### src/rtl/hazard_control.sv
`default_nettype none
// ============================================================================
// Module   : hazard_control
// Brief    : RAW stall scoreboard, EX branch redirect and HALT drain sequencer
//            for the no-forwarding MIPS-Lite pipeline. Optional statistics
//            counters are built when HAZARD_STATS_EN is defined.
// Revision : 1.0 - initial release
// ============================================================================
module hazard_control #(
    parameter int ADDRESSWIDTH = 32,
    parameter int REGADDRWIDTH = 5,
    parameter int STALL_DEPTH  = 2
) (
    input  logic                    clk,
    input  logic                    reset,
    input  logic                    idValid,
    input  logic [REGADDRWIDTH-1:0] idRs,
    input  logic [REGADDRWIDTH-1:0] idRt,
    input  logic                    idUsesRs,
    input  logic                    idUsesRt,
    input  logic                    idWritesReg,
    input  logic [REGADDRWIDTH-1:0] idDest,
    input  logic                    idIsHalt,
    input  logic                    exBranchResolved,
    input  logic [ADDRESSWIDTH-1:0] exBranchTarget,
    output logic                    hazardDetected,
    output logic                    branchTaken,
    output logic [ADDRESSWIDTH-1:0] branchAddress,
    output logic                    flushIfId,
    output logic                    flushIdEx,
    output logic                    haltSignal,
    output logic                    halted,
    output logic [31:0]             stallCycles,
    output logic [31:0]             flushCount
);

    typedef enum logic [1:0] {
        S_RUN    = 2'd0,
        S_DRAIN  = 2'd1,
        S_HALTED = 2'd2
    } state_t;

    localparam logic [1:0] c_DRAIN_LOAD = 2'd3;

    state_t                                     r_state;
    state_t                                     w_stateNext;
    logic [1:0]                                 r_drainCnt;
    logic [1:0]                                 w_drainCntNext;
    logic [STALL_DEPTH-1:0]                     r_slotValid;
    logic [STALL_DEPTH-1:0][REGADDRWIDTH-1:0]   r_slotDest;
    logic [STALL_DEPTH-1:0]                     w_hitRs;
    logic [STALL_DEPTH-1:0]                     w_hitRt;
    logic                                       w_matchRs;
    logic                                       w_matchRt;
    logic                                       w_slot0Load;

    genvar gi;
    generate
        for (gi = 0; gi < STALL_DEPTH; gi++) begin : g_match
            assign w_hitRs[gi] = r_slotValid[gi] & (r_slotDest[gi] == idRs);
            assign w_hitRt[gi] = r_slotValid[gi] & (r_slotDest[gi] == idRt);
        end
    endgenerate

    // R0 is hardwired, so it can never be the subject of a RAW hazard.
    assign w_matchRs = idUsesRs & (idRs != '0) & (|w_hitRs);
    assign w_matchRt = idUsesRt & (idRt != '0) & (|w_hitRt);

    assign branchTaken    = exBranchResolved & (r_state != S_HALTED);
    assign branchAddress  = exBranchTarget;
    assign hazardDetected = (r_state == S_RUN) & idValid & ~branchTaken
                          & (w_matchRs | w_matchRt);
    assign flushIdEx      = branchTaken;
    assign flushIfId      = branchTaken | (r_state == S_DRAIN);
    assign haltSignal     = (r_state != S_RUN);
    assign halted         = (r_state == S_HALTED);

    // Stalled or squashed instructions enter ID/EX as bubbles and own no slot.
    assign w_slot0Load = idValid & idWritesReg & (idDest != '0)
                       & ~hazardDetected & ~flushIdEx;

    always_ff @(posedge clk) begin
        if (reset) begin
            r_slotValid <= '0;
            r_slotDest  <= '0;
        end else begin
            r_slotValid[0] <= w_slot0Load;
            r_slotDest[0]  <= w_slot0Load ? idDest : '0;
            for (int i = 1; i < STALL_DEPTH; i++) begin
                r_slotValid[i] <= r_slotValid[i-1];
                r_slotDest[i]  <= r_slotDest[i-1];
            end
        end
    end

    always_ff @(posedge clk) begin
        if (reset) begin
            r_state    <= S_RUN;
            r_drainCnt <= '0;
        end else begin
            r_state    <= w_stateNext;
            r_drainCnt <= w_drainCntNext;
        end
    end

    always_comb begin
        w_stateNext    = r_state;
        w_drainCntNext = r_drainCnt;
        case (r_state)
            S_RUN: begin
                if (idValid & idIsHalt & ~hazardDetected & ~branchTaken) begin
                    w_stateNext    = S_DRAIN;
                    w_drainCntNext = c_DRAIN_LOAD;
                end
            end
            S_DRAIN: begin
                // Three drain cycles cover the instructions left in EX, MEM and WB.
                w_drainCntNext = r_drainCnt - 2'd1;
                if (w_drainCntNext == 2'd0) begin
                    w_stateNext = S_HALTED;
                end
            end
            S_HALTED: begin
                w_stateNext = S_HALTED;
            end
            default: begin
                w_stateNext    = S_RUN;
                w_drainCntNext = '0;
            end
        endcase
    end

`ifdef HAZARD_STATS_EN
    logic [31:0] r_stallCycles;
    logic [31:0] r_flushCount;

    always_ff @(posedge clk) begin
        if (reset) begin
            r_stallCycles <= '0;
            r_flushCount  <= '0;
        end else if (r_state != S_HALTED) begin
            if (hazardDetected && (r_stallCycles != 32'hFFFF_FFFF)) begin
                r_stallCycles <= r_stallCycles + 32'd1;
            end
            if (branchTaken && (r_flushCount != 32'hFFFF_FFFF)) begin
                r_flushCount <= r_flushCount + 32'd1;
            end
        end
    end

    assign stallCycles = r_stallCycles;
    assign flushCount  = r_flushCount;
`else
    assign stallCycles = '0;
    assign flushCount  = '0;
`endif

endmodule
`default_nettype wire
### config.mk
export PLATFORM = sky130hd
export DESIGN_NAME = hazard_control
export DESIGN_NICKNAME = d
export VERILOG_FILES = /design/src/rtl/hazard_control.sv
export SDC_FILE = /design/constraint.sdc
export NUM_CORES = 1
export LEC_CHECK = 0
export CAP_MARGIN = 40
export CORE_ASPECT_RATIO = 1.25
export CORE_MARGIN = 3
export CORE_UTILIZATION = 31
export CTS_BUF_LIST = sky130_fd_sc_hd__clkbuf_4 sky130_fd_sc_hd__clkbuf_8 sky130_fd_sc_hd__clkbuf_16
export DETAILED_ROUTE_END_ITERATION = 6
export PLACE_DENSITY = 0.82
export SLEW_MARGIN = 20
export SYNTH_ARGS = -nofsm -noshare
export SYNTH_HDL_FRONTEND = slang
export SYNTH_SLANG_ARGS = --single-unit
### constraint.sdc
create_clock -name clk -period 2.35 [get_ports clk]
set_input_delay 0.47 -clock clk [delete_from_list [all_inputs] [get_ports clk]]
set_output_delay 0.47 -clock clk [all_outputs]
set_load 0.03 [all_outputs]
# Word level (Yosys, flattened, before mapping)
# Cells that the tools add are included.
# classes
div_mod_pow	0
n_reduce_logical	11
n_lt_le_gt_ge	0
mux	5
eq_ne	9
n_shift	0
n_mul	0
bitwise	25
n_addsub	1
# op_table
operator	n
== test 5 bit	4
AND 1 bit	19
nonzero test 5 bit	3
one-hot mux 2 bit (3 select lines)	2
2-to-1 mux 2 bit	3
OR reduction 2 bit	3
zero test 2 bit	2
!= test 2 x 1 -> 1 bit, second input constant	2
inverter 1 bit	4
AND reduction 2 bit	2
== test 2 x 1 -> 1 bit, second input constant	1
== test 2 bit, second input constant	1
!= test 2 bit, second input constant	1
OR 1 bit	2
nonzero test 2 bit	1
subtractor 2 x 1 -> 2 bit, second input constant	1
# totals
in_bits	55
mem_bits_ro	0
latchBits	0
ramBits	0
n_memories	0
reg_bits	16
elab_cells	56

# Depth between registers and ports, before layout
# logic_depth
word_depth	11
ltp_mapped	7
ltp_nobuf	7

# Least setup slack after synthesis
# Ideal clock, no wire load.
# synth_path
path_type	input to output
from	in idRs[4]
to	out hazardDetected
setup_slack_ns	0.174
path_buffers	0
cell_stages	5
t_arrival_ns	1.706
path_cell_list	xor2_1 > nor4_2 > a32oi_1 > o22ai_2 > nor3b_2
# synth_between
elab_chain_len	6
word_cells_on_any_way	10
classes_between	eq/ne (2); bitwise (6); reduce/logical (2)
# synth_rtl
element	line	source
start, declared	17	input logic [REGADDRWIDTH-1:0] idRs,
== test 5 bit	60	assign w_hitRs[gi] = r_slotValid[gi] & (r_slotDest[gi] == idRs);
AND 1 bit	60	
OR reduction 2 bit	66	assign w_matchRs = idUsesRs & (idRs != '0) & (|w_hitRs);
AND 1 bit (*)	66	
OR 1 bit (*)	72	& (w_matchRs | w_matchRt);
AND 1 bit (*)	72	
end, declared	26	output logic hazardDetected,
# Mark *: on every way between the ends. The rest lies on a longest branch, timed or not.

# Worst setup path in the final report
# layout_path
from	in idRs[3]
to	out hazardDetected
# The elaborated chain is that of the path after synthesis.

==> results.txt <==
gr ovfl total - 0
DP Wirelength - 2.499 mm
worst r2r dst - r_state[0]
arrival time worst endpoint - 1940 ps
io pins - 157
DRC violations left - 0
Clock transition at path regs - 60 ps
post-synth top area share - 43.69%
Cells after Synth - 193
Skew-Pair Late Insertion Delay - 240 ps
post-route minimum period - 2405 ps
Static Leak - 0.8439 nW
antenna cells - 0
Core ar. - 0.005152 mm^2
Hold Slack - 473.5 ps
FMAX - 0.4158 GHz
r2r setup slk - 60 ps
final antenna-violating net count - 0
met1 usage - 7.618%
post-layout instance area - 0.001730 mm^2
GP Congestion - 0.7848
Num CTS Buffers - 3
startpoint types - input port
Synth cell types - 29
DP Area - 0.001579 mm^2
Power Dens Cells - 572.0 mW/mm^2
end of the critical path - hazardDetected
Worst Setup SP - idRs[3]
CTS sink count - 16
Hold Violations, Final - 0
CTS tree - yes
crit-path max FO - 3
RSZ-0062 raised after global routing - yes
die footprint - 0.006297 mm^2
Syn Std Cell Area - 0.001667 mm^2
Max Root-Sink Buffers - 2
CP max stage cell - nor4_2
Die Y - 87.98 um
VDD IR-drop max - 179.0 uV
Ys Warns - 0
CTS root buffer - clkbuf_8
# nets final - 266
largest area contributor in the synthesized netlist - buf_4
worst min path class - register to register
Setup WS post-layout - -55.06 ps
period utilization - 102.3%
num rows - 29
CP Cell Sequence - clkdlybuf4s15_1, xor2_1, nor4_2, a32oi_2, o22ai_2, nor3b_4, buf_6
Vias - 1038
largest net degree at the start of global routing - 13
setup TNS - -78.75 ps
Worst EP required - 1880 ps
outcome - finished, violations left
met2 GRT Util - 15.22%
CP max stage delay - 320 ps
violated checks - setup timing
met3 Track Usage GR - 2.181%
Pwr Total - 0.9898 mW
Initial DRC Count - 21
Post-Layout Cell Count - 267
first-pass GRT wire length - 4.153 mm
Post-Route WL - 3.098 mm
pre-CTS WS - -353.5 ps
final number of setup-violating endpoints - 2
Final Max Tran Viols - 0
Die W - 71.58 um
Synth Area per Inst - 8.635 um^2
main area contributors after synthesis - buf_4, dfxtp_1, xor2_1
R2R depth - 11
Max-Cap Viols - 0
Final Skew - 3.257 ps
Critical Path End Type - output pin
post-DR vias/cell - 3.888
Finished Core Util - 33.58%
antenna violations before repair - 0
DRT Pass-1 Iters - 2
register area share after synthesis - 19.22%
PortBufs - 28
FF-to-FF Start - r_slotDest[0]
Filler cells - 538
register bit total from synthesis - 16
busiest grt layer - met2
Syn-to-layout area delta - 3.829%
gr usage total - 8.642%
vias in the first global route - 947
Crit Path Category - input port to output pin
H-tree levels - 1
DP Cell Count - 255
share of layout cells above drive strength 1 - 20.98%
drt wl/cell - 11.60 um
Initial Util - 32.35%
-- power breakdown --
group	internal, mW	total [mW]	switching [mW]
Combinational	0.153	0.479	0.326
Clock	0.113	0.196	0.0823
Sequential	0.296	0.315	0.0190
-- repair_timing --
item	CTS	global route
resized for setup	31	13
endpoints found under the setup margin	4	5
buffers inserted	7	2
hold buffers	0	0
pin swaps	8	6
-- synth_stat cells --
cell / instances
buf_4: 97
dfxtp_1: 16
xor2_1: 16
nor2b_1: 7
inv_1: 6
and2_1: 5
ha_1: 4
nand2b_1: 4
o21a_1: 4
xnor2_1: 4
a21oi_1: 3
nor2_1: 3
nor4_1: 3
a32oi_1: 2
and2_2: 2
mux2i_1: 2
o21ai_2: 2
or4_1: 2
a2111oi_4: 1
a211oi_1: 1
and3_1: 1
clkbuf_1: 1
conb_1: 1
nand2_1: 1
nor3b_2: 1
nor4_2: 1
o221ai_1: 1
o22ai_2: 1
or4_4: 1
-- logic make-up after synthesis --
| logic type | after synthesis | share of synthesized area, % |
|---|---|---|
| AO/OA/AOI/OAI | 15 | 8.184 |
| other | 1 | 0.2250 |
| XOR/XNOR | 20 | 10.51 |
| multiplexers | 2 | 1.201 |
| flip-flops | 16 | 19.22 |
| buffers and inverters | 104 | 45.27 |
| adder cells (fa/ha/maj) | 4 | 3.003 |
| AND/OR/NAND/NOR | 31 | 12.39 |
-- layout make-up --
class	count	area, um^2	area share, %
well taps	62	77.57	4.483
clock buffers	3	41.29	2.386
multi-input cells	136	872.1	50.40
repair buffers	44	396.6	22.92
inverters	6	22.52	1.302
flip-flops and latches	16	320.3	18.51
-- sequential cells by signal, indices dropped and copies added (netlist names) --
signal	count
r_drainCnt	2
r_slotDest	10
r_slotValid	2
r_state	2
-- critical path, delay by kind of cell --
kind | cells | cell delay [ps]
AO/OA/AOI/OAI | 2 | 320
buffers and inverters | 2 | 390
AND/OR/NAND/NOR | 2 | 560
XOR/XNOR | 1 | 190
-- worst min path at each step --
stage	start	endpoint	slack, ps	cells after the start
6_report	r_drainCnt[1]	r_drainCnt[1]	470	1
2_1_floorplan	r_drainCnt[1]	r_drainCnt[1]	440	1
3_5_place_dp	r_drainCnt[1]	r_drainCnt[1]	460	1
4_1_cts	r_drainCnt[1]	r_drainCnt[1]	480	1
5_1_grt	r_drainCnt[1]	r_drainCnt[1]	500	1
3_3_place_gp	r_drainCnt[1]	r_drainCnt[1]	450	1
-- cell usage in the layout, fill, tap and decap left out, drive strengths merged, types with 5 or more instances in the layout --
master         netlist  layout
and2                 7       7
buf                 97      19
clkbuf               1       5
clkdlybuf4s15        0       5
clkdlybuf4s50        0      13
conb                 1      64
dfxtp               16      16
inv                  6       6
nor2b                7       7
xor2                16      16
-- metal layers --
metal	vias up	share of wire (%)
met4	0	6.0
li1	483	-
met3	24	9.2
met1	467	32
met2	64	53
met5	-	0
No activity file was read; power rests on OpenSTA's default activity.
